`config.mk`:
```
export PLATFORM = sky130hd
export DESIGN_NAME = vector_instr_issuer
export DESIGN_NICKNAME = d
export VERILOG_FILES = /design/src/rtl/vector_instr_issuer_pkg.sv /design/src/rtl/vector_instr_issuer_buffer.sv /design/src/rtl/vector_instr_issuer.sv
export SDC_FILE = /design/constraint.sdc
export NUM_CORES = 1
export LEC_CHECK = 0
export ABC_AREA = 0
export ABC_CLOCK_PERIOD_IN_PS = 7640
export BUFFER_PORTS_ARGS = -buffer_cell sky130_fd_sc_hd__buf_2
export CAP_MARGIN = 10
export CORE_MARGIN = 1
export CORE_UTILIZATION = 40
export CTS_BUF_LIST = sky130_fd_sc_hd__clkbuf_4 sky130_fd_sc_hd__clkbuf_8
export CTS_CLUSTER_DIAMETER = 30
export CTS_CLUSTER_SIZE = 40
export DETAILED_ROUTE_END_ITERATION = 10
export PLACE_DENSITY = 0.61
export SYNTH_ARGS = -nofsm -noshare
export SYNTH_HDL_FRONTEND = slang
export SYNTH_HIERARCHICAL = 1
export SYNTH_SLANG_ARGS = --single-unit
export TNS_END_PERCENT = 50
```
`constraint.sdc`:
```
create_clock -name clk -period 7.64 [get_ports clk]
set_input_delay 2.292 -clock clk [delete_from_list [all_inputs] [get_ports clk]]
set_output_delay 2.292 -clock clk [all_outputs]
set_load 0.01 [all_outputs]
```
`src/rtl/vector_instr_issuer_pkg.sv`:
```
// Shared vector-processor definitions: opcodes, instruction field layout and
// the issuer state encoding.
package vector_instr_issuer_pkg;

    localparam int INSTR_W = 13;
    localparam int OPC_HI  = 12;
    localparam int OPC_LO  = 11;
    localparam int REG_HI  = 10;
    localparam int REG_LO  = 9;
    localparam int ADDR_HI = 8;
    localparam int ADDR_LO = 0;
    localparam int GAP_W   = 3;

    typedef logic [1:0] opcode_t;

    localparam opcode_t OP_LOAD  = 2'b00;
    localparam opcode_t OP_STORE = 2'b01;
    localparam opcode_t OP_ADD   = 2'b10;
    localparam opcode_t OP_MUL   = 2'b11;

    typedef enum logic [1:0] {
        ST_IDLE = 2'd0,
        ST_RUN  = 2'd1,
        ST_DONE = 2'd2
    } state_e;

    // ALU-class instructions need recovery bubbles in the vector pipeline
    function automatic logic is_alu(input logic [INSTR_W-1:0] instr);
        opcode_t op;
        op = instr[OPC_HI:OPC_LO];
        return (op == OP_ADD) || (op == OP_MUL);
    endfunction

endpackage

```
`src/rtl/vector_instr_issuer_buffer.sv`:
```
// Instruction storage: synchronous write, combinational read, no reset so it
// maps onto distributed RAM.
module instr_buffer
    import vector_instr_issuer_pkg::*;
#(
    parameter int DEPTH = 16,
    parameter int WIDTH = INSTR_W
) (
    input  logic                     clk_i,
    input  logic                     we_i,
    input  logic [$clog2(DEPTH)-1:0] waddr_i,
    input  logic [WIDTH-1:0]         wdata_i,
    input  logic [$clog2(DEPTH)-1:0] raddr_i,
    output logic [WIDTH-1:0]         rdata_o
);

    logic [WIDTH-1:0] mem_q [DEPTH];

    always_ff @(posedge clk_i) begin
        if (we_i) begin
            mem_q[waddr_i] <= wdata_i;
        end
    end

    assign rdata_o = mem_q[raddr_i];

endmodule

```
`src/rtl/vector_instr_issuer.sv`:
```
// Buffers a program from the host, then replays it to the vector processor,
// inserting ALU_GAP bubble cycles after every ALU-class instruction.
module vector_instr_issuer
    import vector_instr_issuer_pkg::*;
#(
    parameter int DEPTH   = 16,
    parameter int ALU_GAP = 1
) (
    input  logic                   clk,
    input  logic                   rst,
    input  logic                   load_valid,
    input  logic [INSTR_W-1:0]     load_instr,
    output logic                   load_ready,
    input  logic                   start,
    input  logic                   abort,
    output logic [INSTR_W-1:0]     instruction,
    output logic                   instr_valid,
    output logic                   busy,
    output logic                   done,
    output logic [$clog2(DEPTH):0] count
);

    localparam int PW = $clog2(DEPTH);
    localparam int CW = PW + 1;

    state_e             state_q, state_d;
    logic [PW-1:0]      wr_ptr_q, wr_ptr_d;
    logic [CW-1:0]      rd_ptr_q, rd_ptr_d;
    logic [CW-1:0]      count_q, count_d;
    logic [GAP_W-1:0]   bubble_q, bubble_d;
    logic [INSTR_W-1:0] last_q, last_d;
    logic [INSTR_W-1:0] rd_data;
    logic               do_load;
    logic               do_issue;
    logic               issue_alu;
    logic               last_issue;
    logic               drained;

    // rd_ptr is one bit wider than the buffer index so "all issued" is
    // distinguishable from "nothing issued" when the buffer is full
    assign do_load    = load_valid && load_ready && !abort;
    assign do_issue   = (state_q == ST_RUN) && (bubble_q == '0) && !abort && !rst;
    assign issue_alu  = do_issue && is_alu(rd_data) && (ALU_GAP != 0);
    assign last_issue = (rd_ptr_q + CW'(1)) == count_q;
    assign drained    = (bubble_q == GAP_W'(1)) && (rd_ptr_q == count_q);

    instr_buffer #(
        .DEPTH (DEPTH),
        .WIDTH (INSTR_W)
    ) u_buffer (
        .clk_i   (clk),
        .we_i    (do_load),
        .waddr_i (wr_ptr_q),
        .wdata_i (load_instr),
        .raddr_i (rd_ptr_q[PW-1:0]),
        .rdata_o (rd_data)
    );

    always_ff @(posedge clk) begin
        if (rst) begin
            state_q <= ST_IDLE;
        end else begin
            state_q <= state_d;
        end
    end

    always_comb begin
        state_d = state_q;
        if (abort) begin
            state_d = ST_IDLE;
        end else begin
            case (state_q)
                ST_IDLE: begin
                    if (start && (count_q != '0)) begin
                        state_d = ST_RUN;
                    end
                end
                ST_RUN: begin
                    // trailing bubbles after the final ALU op must elapse first
                    if (do_issue) begin
                        if (last_issue && !issue_alu) begin
                            state_d = ST_DONE;
                        end
                    end else if (drained) begin
                        state_d = ST_DONE;
                    end
                end
                ST_DONE: state_d = ST_IDLE;
                default: state_d = ST_IDLE;
            endcase
        end
    end

    always_comb begin
        load_ready  = (state_q == ST_IDLE) && (count_q < CW'(DEPTH));
        busy        = (state_q == ST_RUN);
        done        = (state_q == ST_DONE);
        instr_valid = do_issue;
        instruction = do_issue ? rd_data : last_q;
        count       = count_q;
    end

    always_comb begin
        wr_ptr_d = wr_ptr_q;
        rd_ptr_d = rd_ptr_q;
        count_d  = count_q;
        bubble_d = bubble_q;
        last_d   = last_q;
        if (abort) begin
            wr_ptr_d = '0;
            rd_ptr_d = '0;
            count_d  = '0;
            bubble_d = '0;
        end else begin
            if (do_load) begin
                wr_ptr_d = wr_ptr_q + PW'(1);
                count_d  = count_q + CW'(1);
            end
            if (do_issue) begin
                rd_ptr_d = rd_ptr_q + CW'(1);
                last_d   = rd_data;
                bubble_d = issue_alu ? GAP_W'(ALU_GAP) : '0;
            end else if (bubble_q != '0) begin
                bubble_d = bubble_q - GAP_W'(1);
            end
            // rewind so the retained program can be replayed by the next start
            if (state_q == ST_DONE) begin
                rd_ptr_d = '0;
            end
        end
    end

    always_ff @(posedge clk) begin
        if (rst) begin
            wr_ptr_q <= '0;
            rd_ptr_q <= '0;
            count_q  <= '0;
            bubble_q <= '0;
            last_q   <= '0;
        end else begin
            wr_ptr_q <= wr_ptr_d;
            rd_ptr_q <= rd_ptr_d;
            count_q  <= count_d;
            bubble_q <= bubble_d;
            last_q   <= last_d;
        end
    end

endmodule
```
# Word-level counts from Yosys, hierarchy flattened
# Memory sizes are Yosys's and may differ from the RTL's. A register that Yosys moved wholly into a read port is not among the register bits.
# Index checks and enable logic that the tools add are counted.
# classes
order_cmp,1
muxes,13
n_eq_ne,10
n_reduce_logical,22
add_sub_neg,4
# op_table
operator,n
$mux 13,1
$add 5x1->5 const B,2
$eq 5x5->1,2
$logic_and 1x1->1,10
$mux 2,4
$mux 4,2
$eq 2x2->1 const B,3
$mux 3,2
$lt 5x5->1 const B,1
$reduce_bool 5->1,1
$add 4x1->4 const B,1
$pmux 2 s2,1
$eq 3x1->1 const B,1
$logic_not 1->1,3
$logic_not 3->1,1
$mux 1,3
$ne 3x1->1 const B,1
$ne 3x2->1 const B,1
$reduce_and 3->1,1
$reduce_bool 3->1,1
$reduce_or 3->1,1
$sub 3x1->3 const B,1
$eq 2x1->1 const B,1
$logic_not 2->1,1
other kinds (4),4
# totals
input_bits,18
regBits,32
mem_count,1
ram_bits,208
# memory_table
memory,depth,word_bits,rd,rd_clocked_by_memory_dff,write_ports,line_no,text
u_buffer.mem_q,16,13,1,1,1,vector_instr_issuer_buffer.sv:17,logic [WIDTH-1:0] mem_q [DEPTH];

# Logic depth before layout (Yosys ltp)
# depth
ltp_word,10
ltp_mapped,8
mapped_depth_nobuf,6

# Modules after synthesis
# The synthesis kept the hierarchy.
# by_module_without_submodules
module,seq_area_each_um2,instances,cells_per_inst,area_per_inst_um2
instr_buffer,6246.0,1,342,7982.7
vector_instr_issuer,640.6,1,163,1619.1

# Least setup slack after synthesis
# No wires, ideal clock.
# synth_timing
path_type,input port to output port
startpoint,input abort
endpoint,output instruction[10]
slack_ps,1970
arrival_ps,3378
stages,5
n_path_buf,2
required_ps,5348
cell_sequence,buf_6 > nor4b_4 > nand2_2 > buf_6 > mux2_4
# synth_via
elab_chain_len,4
# synth_rtl
item,line_no,text
from (decl),vector_instr_issuer.sv:15,"input logic abort,"
$logic_not 1->1,vector_instr_issuer.sv:42,assign do_issue = (state_q == ST_RUN) && (bubble_q == '0) && !abort && !rst;
$logic_and 1x1->1 (2 in series),vector_instr_issuer.sv:42,
$mux 13,-,
to (decl),vector_instr_issuer.sv:16,"output logic [INSTR_W-1:0] instruction,"
# No other way between the ends.

# Final worst setup path
# layout_timing
startpoint,input rst
endpoint,output instruction[6]
# layout_via
elab_chain_len,3
# layout_rtl
item,line_no,text
from (decl),vector_instr_issuer.sv:10,"input logic rst,"
$logic_not 1->1,vector_instr_issuer.sv:42,
$logic_and 1x1->1,vector_instr_issuer.sv:42,
$mux 13,-,
# No other way between the ends.

==> results.cfg <==
[finish]
multi_input_area_sq_um = 2580
diodes = 0
fillers = 1943
seqCellArea_sq_um = 6890
mostFrequentLayoutCells = 208 x edfxtp_1, 43 x clkbuf_8, 39 x buf_2
syn_to_final_growth_pct = 16.0
layout_commonest_cell = edfxtp_1
drive_gt1_share_pct = 29.7
finalCoreUtilization_pct = 47.4
fin_nets = 608

[power_and_ir_drop]
switching_share_pct = 21.8
intPower_w = 0.00215
cellPowerDensity_nw_per_um2 = 247
p_leak_nw = 3.73
p_sw_w = 0.000599
power_frac_comb_pct = 2.1
pwr-share-clk_pct = 45.8
vdd_ir_drop_max_uv = 149
p_seq_share_pct = 52.1

[timing]
rsz0062_at_grt = false
finalCriticalPeriod_ns = 6.09
finalWorstSetupSlack_ns = 1.55
finalHoldViolCount = 0
setup_violations = 0
skew_ns = 0.0328
timing.fmax_mhz = 164
worst-slew-pin-transition_ns = 1.09
final_max_slew_viol_count = 0
whs_ns = 0.513
fin_crit_sh_pct = 79.7
finalSetupTns_ns = 0
slew_headroom_pct = 27.6

[setup_path]
worstSetupPathType = in2out
cp.required_ns = 5.35
crit_path_frequent_cell = buf_2
cp_max_fo = 17
start_kind = input port
cp_data_arrival_time_ns = 3.80
critical_path.cell_chain = buf_2 -> nor4b_4 -> nand2_2 -> mux2_4 -> buf_2
slowest_delay_ns = 0.43
crit_path_end_kind = output pin
slowest_stage = mux2_4

[clock_network]
root_buffer = clkbuf_8
clock_sinks = 240
clkLatencyLatePin_ns = 0.56
cts_tree = yes
cts_setup_buffers = 0
numCtsBuffers = 42
clk_pin_slew_worst_paths_ns = 0.05
htreeDepth = 2
cts_resized = 0
clk_path_buf_depth = 3
cts_hold_buf = 0

[yosys]
avgSynthCellArea_sq_um = 19.0
synth-seq-area-share_pct = 71.7
syn-cell-area_sq_um = 9600
synth_seq_cells = 240
ys_types = 41
postSynthCellCount = 505
yosys_warnings = 6
syn_nets = 530
async_flop_share_pct = 0
synth-main-ff-cell = edfxtp_1
synth-edff-count = 208

[global_routing]
antenna_found_initial = 0
met2_usage_pct = 30.4
grt_pass1_wl_um = 31800
grt_max_degree = 57
grt_busiest_layer = met2
grt-ovfl-total = 0
grt_pass1_vias = 5374
gr-usage-met1_pct = 23.1
grt.met3_usage_pct = 3.30
grt_usage_pct = 18.1

[flow_run]
drv_cap = 0

[route]
routed_wl_um = 21000
drt-initial-drc-count = 368
viasPerCell = 5.40
wl_per_cell_um = 22.4
routed-via-count = 5056
ant_nets = 0
drc = 0
dr.pass1.iters = 5

[status]
outcome = complete, no violations

[floorplanning]
pin_count = 40
design.die.area_sq_um = 24600
initial_core_util_pct = 40.9
die_y_um = 157
core_region_area_sq_um = 23500
dieWidth_um = 157
rows = 56

[place]
io_buffers = 39
dp.final_hpwl_um = 12200
dp_slack_ns = 1.56
place_congestion = 0.798

[worst_hold_path]
hold_path_class = reg2reg
[per-stage QoR]
stage | instance area (sq um) | instances | total power (W)
2_1_floorplan | 9600 | 505 | 0.00149
3_3_place_gp | 10200 | 858 | 0.00152
3_5_place_dp | 10200 | 858 | 0.00152
4_1_cts | 11100 | 936 | 0.00278
5_1_grt | 11100 | 936 | 0.00285
6_report | 11100 | 936 | 0.00275
[flip-flops by register name, summed over array words and instances (netlist names)]
| name | count |
|---|---|
| u_buffer/mem_q | 208 |
| last_q | 13 |
| count | 5 |
| state_q | 2 |
| rd_ptr_q | 5 |
| wr_ptr_q | 4 |
| bubble_q | 3 |
[cell type report]
| cell class | count | share of cell area, % |
|---|---|---|
| clock buffers | 47 | 5.58 |
| well taps | 319 | 3.58 |
| clock inverters | 31 | 2.65 |
| inverters | 8 | 0.270 |
| flip-flops and latches | 240 | 61.9 |
| repair buffers | 56 | 2.90 |
| multi-input cells | 235 | 23.1 |
[routing by layer]
metal  wire length, um  up-vias  part of all wire (%)
met1              8870     2623                    42
met2             10400      172                    50
met3              1130       47                   5.4
met4               575        0                   2.7
met5                 0        -                     0
li1                  -     2214                     -
[critical path: cells and delay by family]
kind / cells / cell delay [ns]
AND/OR/NAND/NOR: 2 / 0.69
multiplexers: 1 / 0.43
buffers and inverters: 2 / 0.37
[Yosys cell counts (2+ instances only)]
| master | instances | area share, % |
|---|---|---|
| a41oi_1 | 2 | 0.18 |
| nand2b_1 | 5 | 0.33 |
| mux4_2 | 28 | 6.6 |
| o21ai_0 | 4 | 0.21 |
| nand3_1 | 8 | 0.42 |
| ha_1 | 7 | 0.91 |
| buf_4 | 3 | 0.23 |
| buf_6 | 6 | 0.70 |
| nand2_1 | 18 | 0.70 |
| a21oi_1 | 3 | 0.16 |
| nor3_1 | 7 | 0.36 |
| mux2_2 | 7 | 0.82 |
| nor4_1 | 3 | 0.20 |
| clkbuf_1 | 12 | 0.47 |
| nand3b_1 | 2 | 0.16 |
| xnor2_1 | 14 | 1.3 |
| nor2_1 | 31 | 1.2 |
| nor2b_1 | 17 | 1.1 |
| a22oi_1 | 26 | 2.0 |
| dfxtp_1 | 32 | 6.7 |
| mux2_4 | 6 | 0.94 |
| xor2_1 | 5 | 0.46 |
| a211oi_1 | 2 | 0.16 |
| inv_1 | 8 | 0.31 |
| nor3b_2 | 2 | 0.26 |
| edfxtp_1 | 208 | 65 |
| mux4_1 | 24 | 6.6 |
| a31oi_1 | 2 | 0.13 |
[cell families (layout without fill, tap and decap cells)]
| logic type | Yosys count | after routing | share of synthesized area, % |
|---|---|---|---|
| DFF | 240 | 240 | 71.7 |
| and+or+nand+nor | 102 | 102 | 5.80 |
| muxes | 66 | 66 | 15.0 |
| AOI/OAI and AO/OA | 41 | 41 | 3.06 |
| buffers and inverters | 30 | 142 | 1.77 |
| xor gates and xnor gates | 19 | 19 | 1.73 |
| adders and majority gates | 7 | 7 | 0.912 |
[worst paths after layout]
kind                            slack (ns)  depth (start not counted)   startpoint                   end
worst max-delay path                  1.55                          5          rst        instruction[6]
worst min-delay path                  0.51                          2  bubble_q[1]           bubble_q[1]
worst min register to register        0.51                          2  bubble_q[1]           bubble_q[1]
worst max register to register        4.29                          5     count[4]  u_buffer/mem_q[1][6]
[power groups by stage]
stage                     clock network, W  logic [W]  registers (W)
after global placement                   0  0.0000554        0.00146
after CTS                          0.00129  0.0000585        0.00143
after floorplan                          0  0.0000292        0.00146
after global routing               0.00135  0.0000642        0.00143
after detailed placement                 0  0.0000580        0.00146
final                              0.00126  0.0000580        0.00143
No activity file was read; power rests on OpenSTA's default activity.
